### src/rtl/writeback_arbiter.sv
// -----------------------------------------------------------------------------
// writeback_arbiter
//
// Write-side master for the 32x32 register file (x0 hard-wired to zero, one
// write port). Merges results from the single-cycle ALU and the load/store
// unit into that single write port. The ALU normally has priority. LSU results
// wait in a small FIFO. A starvation counter forces an LSU pop when the FIFO
// has been bypassed for too long.
//
// Ports:
//   i_clk, i_reset          clock; asynchronous active-high reset
//   i_alu_valid/o_alu_ready ALU result handshake
//   i_alu_rd, i_alu_data    ALU destination register and result
//   i_lsu_valid/o_lsu_ready LSU result handshake (ready = FIFO not full)
//   i_lsu_rd, i_lsu_data    LSU destination register and result
//   o_write_en              registered register-file write enable
//   o_selectW               registered register-file write select
//   o_portW                 registered register-file write data
//   o_pending               bit i set while a buffered LSU entry targets reg i
// -----------------------------------------------------------------------------
module writeback_arbiter #(
  parameter int FIFO_DEPTH   = 2,
  parameter int STARVE_LIMIT = 4,
  parameter int DATA_WIDTH   = 32
) (
  input  logic                  i_clk,
  input  logic                  i_reset,
  input  logic                  i_alu_valid,
  output logic                  o_alu_ready,
  input  logic [4:0]            i_alu_rd,
  input  logic [DATA_WIDTH-1:0] i_alu_data,
  input  logic                  i_lsu_valid,
  output logic                  o_lsu_ready,
  input  logic [4:0]            i_lsu_rd,
  input  logic [DATA_WIDTH-1:0] i_lsu_data,
  output logic                  o_write_en,
  output logic [4:0]            o_selectW,
  output logic [DATA_WIDTH-1:0] o_portW,
  output logic [31:0]           o_pending
);

  localparam int PTR_W = (FIFO_DEPTH > 1) ? $clog2(FIFO_DEPTH) : 1;
  localparam int CNT_W = $clog2(FIFO_DEPTH + 1);
  localparam int STV_W = $clog2(STARVE_LIMIT + 1);

  localparam logic [CNT_W-1:0] DEPTH_C = CNT_W'(FIFO_DEPTH);
  localparam logic [STV_W-1:0] LIMIT_C = STV_W'(STARVE_LIMIT);

  // FIFO storage and bookkeeping
  logic [4:0]            fifo_rd_q   [FIFO_DEPTH];
  logic [4:0]            fifo_rd_d   [FIFO_DEPTH];
  logic [DATA_WIDTH-1:0] fifo_data_q [FIFO_DEPTH];
  logic [DATA_WIDTH-1:0] fifo_data_d [FIFO_DEPTH];
  logic [FIFO_DEPTH-1:0] fifo_vld_q, fifo_vld_d;
  logic [PTR_W-1:0]      wr_ptr_q, wr_ptr_d;
  logic [PTR_W-1:0]      rd_ptr_q, rd_ptr_d;
  logic [CNT_W-1:0]      count_q, count_d;

  // Starvation control
  logic [STV_W-1:0]      starve_q, starve_d;
  logic                  force_lsu_q, force_lsu_d;

  // Registered write port
  logic                  write_en_q, write_en_d;
  logic [4:0]            select_q, select_d;
  logic [DATA_WIDTH-1:0] port_q, port_d;

  // Combinational control
  logic                  fifo_ne_s;
  logic                  lsu_push_s;
  logic                  alu_fire_s;
  logic                  pop_s;
  logic                  take_alu_s;
  logic [31:0]           pending_s;

  // Handshake readiness and fire conditions, all from registered state only
  always_comb begin
    fifo_ne_s   = (count_q != {CNT_W{1'b0}});
    o_lsu_ready = (count_q < DEPTH_C);
    o_alu_ready = ~force_lsu_q;
    lsu_push_s  = i_lsu_valid & o_lsu_ready;
    alu_fire_s  = i_alu_valid & ~force_lsu_q;
  end

  // Priority arbitration: forced LSU, then ALU, then any buffered LSU result
  always_comb begin
    pop_s      = 1'b0;
    take_alu_s = 1'b0;
    if (force_lsu_q && fifo_ne_s) begin
      pop_s = 1'b1;
    end else if (alu_fire_s) begin
      take_alu_s = 1'b1;
    end else if (fifo_ne_s) begin
      pop_s = 1'b1;
    end else begin
      pop_s      = 1'b0;
      take_alu_s = 1'b0;
    end
  end

  // FIFO next state; push and pop may both happen in one cycle
  always_comb begin
    fifo_rd_d   = fifo_rd_q;
    fifo_data_d = fifo_data_q;
    fifo_vld_d  = fifo_vld_q;
    wr_ptr_d    = wr_ptr_q;
    rd_ptr_d    = rd_ptr_q;
    count_d     = count_q;

    // Clear the head first so a push into the same slot (only possible when
    // the FIFO is not full, i.e. a different slot) is never masked.
    if (pop_s) begin
      fifo_vld_d[rd_ptr_q] = 1'b0;
      rd_ptr_d             = rd_ptr_q + PTR_W'(1);
    end else begin
      rd_ptr_d = rd_ptr_q;
    end

    if (lsu_push_s) begin
      fifo_rd_d[wr_ptr_q]   = i_lsu_rd;
      fifo_data_d[wr_ptr_q] = i_lsu_data;
      fifo_vld_d[wr_ptr_q]  = 1'b1;
      wr_ptr_d              = wr_ptr_q + PTR_W'(1);
    end else begin
      wr_ptr_d = wr_ptr_q;
    end

    case ({lsu_push_s, pop_s})
      2'b10:   count_d = count_q + CNT_W'(1);
      2'b01:   count_d = count_q - CNT_W'(1);
      default: count_d = count_q;
    endcase
  end

  // Starvation counter: counts cycles a non-empty FIFO is bypassed. Force is
  // raised on the same edge the counter reaches the limit, so the ALU sees
  // ready low in the very next cycle.
  always_comb begin
    starve_d    = starve_q;
    force_lsu_d = force_lsu_q;
    if (pop_s) begin
      starve_d    = {STV_W{1'b0}};
      force_lsu_d = 1'b0;
    end else if (!fifo_ne_s) begin
      starve_d    = {STV_W{1'b0}};
      force_lsu_d = 1'b0;
    end else if (starve_q != LIMIT_C) begin
      starve_d    = starve_q + STV_W'(1);
      force_lsu_d = force_lsu_q | (starve_q + STV_W'(1) == LIMIT_C);
    end else begin
      starve_d    = starve_q;
      force_lsu_d = 1'b1;
    end
  end

  // Output stage next state; select/data hold when idle, x0 never writes
  always_comb begin
    write_en_d = 1'b0;
    select_d   = select_q;
    port_d     = port_q;
    if (pop_s) begin
      write_en_d = (fifo_rd_q[rd_ptr_q] != 5'd0);
      select_d   = fifo_rd_q[rd_ptr_q];
      port_d     = fifo_data_q[rd_ptr_q];
    end else if (take_alu_s) begin
      write_en_d = (i_alu_rd != 5'd0);
      select_d   = i_alu_rd;
      port_d     = i_alu_data;
    end else begin
      write_en_d = 1'b0;
      select_d   = select_q;
      port_d     = port_q;
    end
  end

  // Pending-destination bitmap over valid FIFO entries, x0 masked
  always_comb begin
    pending_s = 32'd0;
    for (int i = 0; i < FIFO_DEPTH; i++) begin
      pending_s[fifo_rd_q[i]] = pending_s[fifo_rd_q[i]] |
                                (fifo_vld_q[i] & (fifo_rd_q[i] != 5'd0));
    end
    pending_s[0] = 1'b0;
    o_pending    = pending_s;
  end

  // State registers; reset discards any buffered or staged results
  always_ff @(posedge i_clk or posedge i_reset) begin
    if (i_reset) begin
      for (int i = 0; i < FIFO_DEPTH; i++) begin
        fifo_rd_q[i]   <= 5'd0;
        fifo_data_q[i] <= {DATA_WIDTH{1'b0}};
      end
      fifo_vld_q  <= {FIFO_DEPTH{1'b0}};
      wr_ptr_q    <= {PTR_W{1'b0}};
      rd_ptr_q    <= {PTR_W{1'b0}};
      count_q     <= {CNT_W{1'b0}};
      starve_q    <= {STV_W{1'b0}};
      force_lsu_q <= 1'b0;
      write_en_q  <= 1'b0;
      select_q    <= 5'd0;
      port_q      <= {DATA_WIDTH{1'b0}};
    end else begin
      fifo_rd_q   <= fifo_rd_d;
      fifo_data_q <= fifo_data_d;
      fifo_vld_q  <= fifo_vld_d;
      wr_ptr_q    <= wr_ptr_d;
      rd_ptr_q    <= rd_ptr_d;
      count_q     <= count_d;
      starve_q    <= starve_d;
      force_lsu_q <= force_lsu_d;
      write_en_q  <= write_en_d;
      select_q    <= select_d;
      port_q      <= port_d;
    end
  end

  // Registered write port drives the register file directly
  always_comb begin
    o_write_en = write_en_q;
    o_selectW  = select_q;
    o_portW    = port_q;
  end

endmodule

### config.mk
export PLATFORM = sky130hd
export DESIGN_NAME = writeback_arbiter
export DESIGN_NICKNAME = d
export VERILOG_FILES = /design/src/rtl/writeback_arbiter.sv
export SDC_FILE = /design/constraint.sdc
export NUM_CORES = 1
export LEC_CHECK = 0
export ABC_AREA = 1
export BUFFER_PORTS_ARGS = -buffer_cell sky130_fd_sc_hd__buf_2
export CORE_UTILIZATION = 30
export DETAILED_ROUTE_END_ITERATION = 10
export PLACE_DENSITY_LB_ADDON = 0.25
export SLEW_MARGIN = 15
export SYNTH_ARGS = -nofsm -noshare
export SYNTH_HDL_FRONTEND = slang
export SYNTH_SLANG_ARGS = --single-unit
### constraint.sdc
create_clock -name i_clk -period 4.1 [get_ports i_clk]
set_input_delay 0.205 -clock i_clk [delete_from_list [all_inputs] [get_ports i_clk]]
set_output_delay 0.205 -clock i_clk [all_outputs]
set_load 0.02 [all_outputs]
==> qor.json <==
{
  "design_power_total": {"value": 6.14, "unit": "mW"},
  "postRouteWirelength": {"value": 18300, "unit": "um"},
  "ys_types": {"value": 30},
  "grt-ovfl-total": {"value": 0},
  "timing.final.setup_violations": {"value": 0},
  "peakVddDrop": {"value": 0.372, "unit": "mV"},
  "data_arrival_at_the_endpoint_of_the_critical_path": {"value": 2.69, "unit": "ns"},
  "syn_inst": {"value": 845},
  "grt_setup_unrepaired": {"value": "no"},
  "yosys_warnings": {"value": 0},
  "wl_met2": {"value": 8170, "unit": "um"},
  "finalHoldViolations": {"value": 0},
  "grt_start_max_net_pins": {"value": 123},
  "final_design_area_no_fill": {"value": 0.00789, "unit": "sq mm"},
  "static-leakage-power": {"value": 4.09, "unit": "nW"},
  "final_layout_size_suffix_gt1_frac": {"value": 0.212},
  "final_util": {"value": 0.386},
  "time_the_worst_path_needs_with_i_o_delays_and_setup": {"value": 2.90, "unit": "ns"},
  "die_w": {"value": 147, "unit": "um"},
  "min-delay-path-class": {"value": "primary input to register"},
  "synth_largest_type_area_fraction": {"value": 0.483},
  "largest_area_contributor_in_the_synthesized_netlist": {"value": "dfrtp_1"},
  "fin_hold_ws": {"value": 0.0451, "unit": "ns"},
  "grt_use_total": {"value": 0.175},
  "finish.cell_count_without_fillers": {"value": 1256},
  "antenna_left": {"value": 0},
  "die_h": {"value": 147, "unit": "um"},
  "ys_top_cells_by_area": {"value": "dfrtp_1 (48%), nand2_1 (13%), o21ai_0 (9.0%)"},
  "synth-edff-count": {"value": 0},
  "clk_latency": {"value": 0.42, "unit": "ns"},
  "run_status": {"value": "completed"},
  "final.setup_skew": {"value": 0.00810, "unit": "ns"},
  "ys_ff_latch": {"value": 122},
  "wl_per_cell": {"value": 14.6, "unit": "um"},
  "cts.clk_slew.worst_paths": {"value": 0.05, "unit": "ns"},
  "synthesis.area": {"value": 0.00632, "unit": "sq mm"},
  "timing.setup.tns": {"value": 0, "unit": "ns"},
  "max_slew_violation_count": {"value": 0},
  "cts-buffers-inserted": {"value": 17},
  "placement.io_buffers": {"value": 148},
  "dp.cells": {"value": 1224},
  "numClockSinks": {"value": 122},
  "grt_pass1_wl": {"value": 29600, "unit": "um"},
  "placed_inst_area": {"value": 0.00727, "unit": "sq mm"},
  "critical_path.max_fanout": {"value": 31},
  "post_route_setup_slack": {"value": 1.20, "unit": "ns"},
  "first_global_vias": {"value": 5585},
  "clock_tree.htree_level_count": {"value": 4},
  "detailroute.wirelength.met3": {"value": 1300, "unit": "um"},
  "dp_hpwl": {"value": 12100, "unit": "um"},
  "regToRegStartpoint": {"value": "force_lsu_q$_DFF_PP0_"},
  "vias_per_cell": {"value": 4.71},
  "ios": {"value": 150},
  "dr_total_vias": {"value": 5919},
  "cts_max_path_buffers": {"value": 2},
  "top_layer_used": {"value": "met5"},
  "starting_density_of_the_core": {"value": 0.309},
  "postCtsSetupBuffers": {"value": 0},
  "fp.coreArea": {"value": 0.0204, "unit": "sq mm"},
  "floorplan_die_area": {"value": 0.0216, "unit": "sq mm"},
  "timing.critical_path.from": {"value": "fifo_rd_q[6]$_DFFE_PP0P_"},
  "std_cell_rows": {"value": 52},
  "slew-limit-headroom": {"value": 0.282},
  "p_per_area": {"value": 779, "unit": "mW/mm^2"},
  "synth.yosys.seq_area_share": {"value": 0.483},
  "grt_antenna_before_repair": {"value": 1},
  "timing_worst_setup_path_type": {"value": "register to output pin"},
  "timing.hold.worst.start": {"value": "i_alu_data[31]"},
  "initialDrtViolationCount": {"value": 381},
  "final_nets": {"value": 1056},
  "post-route-drc-count": {"value": 0},
  "ys.flop_type": {"value": "dfrtp_1"},
  "drv.max_cap_violation_count": {"value": 0},
  "place_congestion": {"value": 0.900},
  "drt_first_pass_iters": {"value": 5},
  "critPathLaunchType": {"value": "register"},
  "flow.area_growth_from_synthesis": {"value": 24.8, "unit": "%"},
  "wirelength_met1": {"value": 8620, "unit": "um"},
  "critical_path_required_time": {"value": 3.89, "unit": "ns"},
  "setup_slack_after_placement": {"value": 1.60, "unit": "ns"},
  "synth_nets": {"value": 927},
  "achievable_freq": {"value": 345, "unit": "MHz"},
  "layout_worst_path_cycle_share": {"value": 0.707},
  "ctsRootBufferMaster": {"value": "clkbuf_16"},
  "syn_avg_cell_area": {"value": 7.47, "unit": "sq um"},
  "worst-slew-pin-transition": {"value": 1.07, "unit": "ns"},
  "cp-end-kind": {"value": "output pin"},
  "antennaDiodeCount": {"value": 0},
  "post_synth_arst_share": {"value": 1.00},
  "tritoncts": {"value": "done"}
}
==> critical path, stage by stage, from the launching register on <==
cell	delay, ns
dfrtp_1	0.50
nand3_1	0.33
nor2_1	0.25
nand2_1	0.07
nand2_1	0.07
inv_1	0.04
nand2_1	0.06
nand3_1	0.10
nand2_1	0.09
inv_2	0.03
nand2_2	0.39
nand2_1	0.09
nand2_1	0.10
buf_2	0.16
==> cells in the mapped netlist, drive strengths merged (2+ instances only) <==
master	count
clkbuf	29
buf	16
a22oi	33
nand4	2
a21oi	60
o21ai	114
inv	86
nand2	214
ha	4
or2	6
o211ai	9
dfrtp	122
nand3	22
nor2	120
==> state kept, by name, summed over array words and instances, names as in the netlist <==
register / cells
o_selectW: 5
fifo_data_q: 64
count_q: 2
fifo_rd_q: 10
force_lsu_q: 1
wr_ptr_q: 1
fifo_vld_q: 2
rd_ptr_q: 1
starve_q: 3
o_portW: 32
o_write_en: 1
==> routing by layer <==
layer / GRT usage / up-vias
met2: 0.270 / 223
met5: 0 / -
met3: 0.0441 / 21
li1: - / 2989
met4: 0.0562 / 2
met1: 0.239 / 2684
==> where the power goes <==
| part | leakage [nW] | switching [mW] | internal, mW |
|---|---|---|---|
| clock network | 0.300 | 0.524 | 1.01 |
| registers | 1.51 | 0.401 | 1.78 |
| logic | 2.28 | 1.69 | 0.740 |
==> final timing paths <==
kind / to / slack [ns] / cells after the start
max: o_pending[5] / 1.20 / 13
min: o_portW[31]$_DFFE_PP0P_ / 0.05 / 3
max reg2reg: o_selectW[1]$_DFFE_PP0P_ / 1.59 / 6
min reg2reg: fifo_data_q[30]$_DFFE_PP0P_ / 0.48 / 2
max in group asynchronous: fifo_rd_q[9]$_DFFE_PP0P_ / 3.11 / 4
min in group asynchronous: fifo_data_q[11]$_DFFE_PP0P_ / 0.49 / 4
==> cell families after synthesis <==
kind of cell    count (synthesis)  share of synthesized area
simple gates                  365                      0.229
compound gates                219                      0.191
buf+inv                       132                     0.0846
flops                         122                      0.483
fa+ha+maj                       4                    0.00792
xor+xnor                        2                    0.00277
other cells                     1                   0.000594
==> layout by cell type, fill, tap and decap left out, types with 2 or more instances in the layout <==
cell type	n
buf_2	148
nand3_1	21
or2_2	6
clkinv_2	3
clkbuf_8	4
a21oi_1	60
nand2_1	211
nand2_2	3
dfrtp_1	122
clkbuf_16	17
bufinv_16	3
nand4_1	2
inv_2	9
buf_4	5
nor2_4	4
inv_1	76
nor2_2	3
nor2_1	113
o211ai_1	9
a22oi_1	33
clkbuf_1	3
o21ai_0	113
ha_1	4
==> repair_timing <==
| action | 4_1_cts | 5_1_grt |
|---|---|---|
| hold buffers | 1 | 0 |
| gates resized for setup | 0 | 0 |
| endpoints found under the hold margin | 66 | 0 |
==> final cells by class <==
| class | instances | area [sq um] |
|---|---|---|
| clock buffer | 24 | 492 |
| clock inverter | 7 | 114 |
| fill | 2175 | 12500 |
| inverter | 87 | 329 |
| multi-input combinational | 591 | 2750 |
| sequential | 122 | 3050 |
| tap | 270 | 338 |
| timing repair buffer | 155 | 808 |
(Power assumes the default switching activity.)
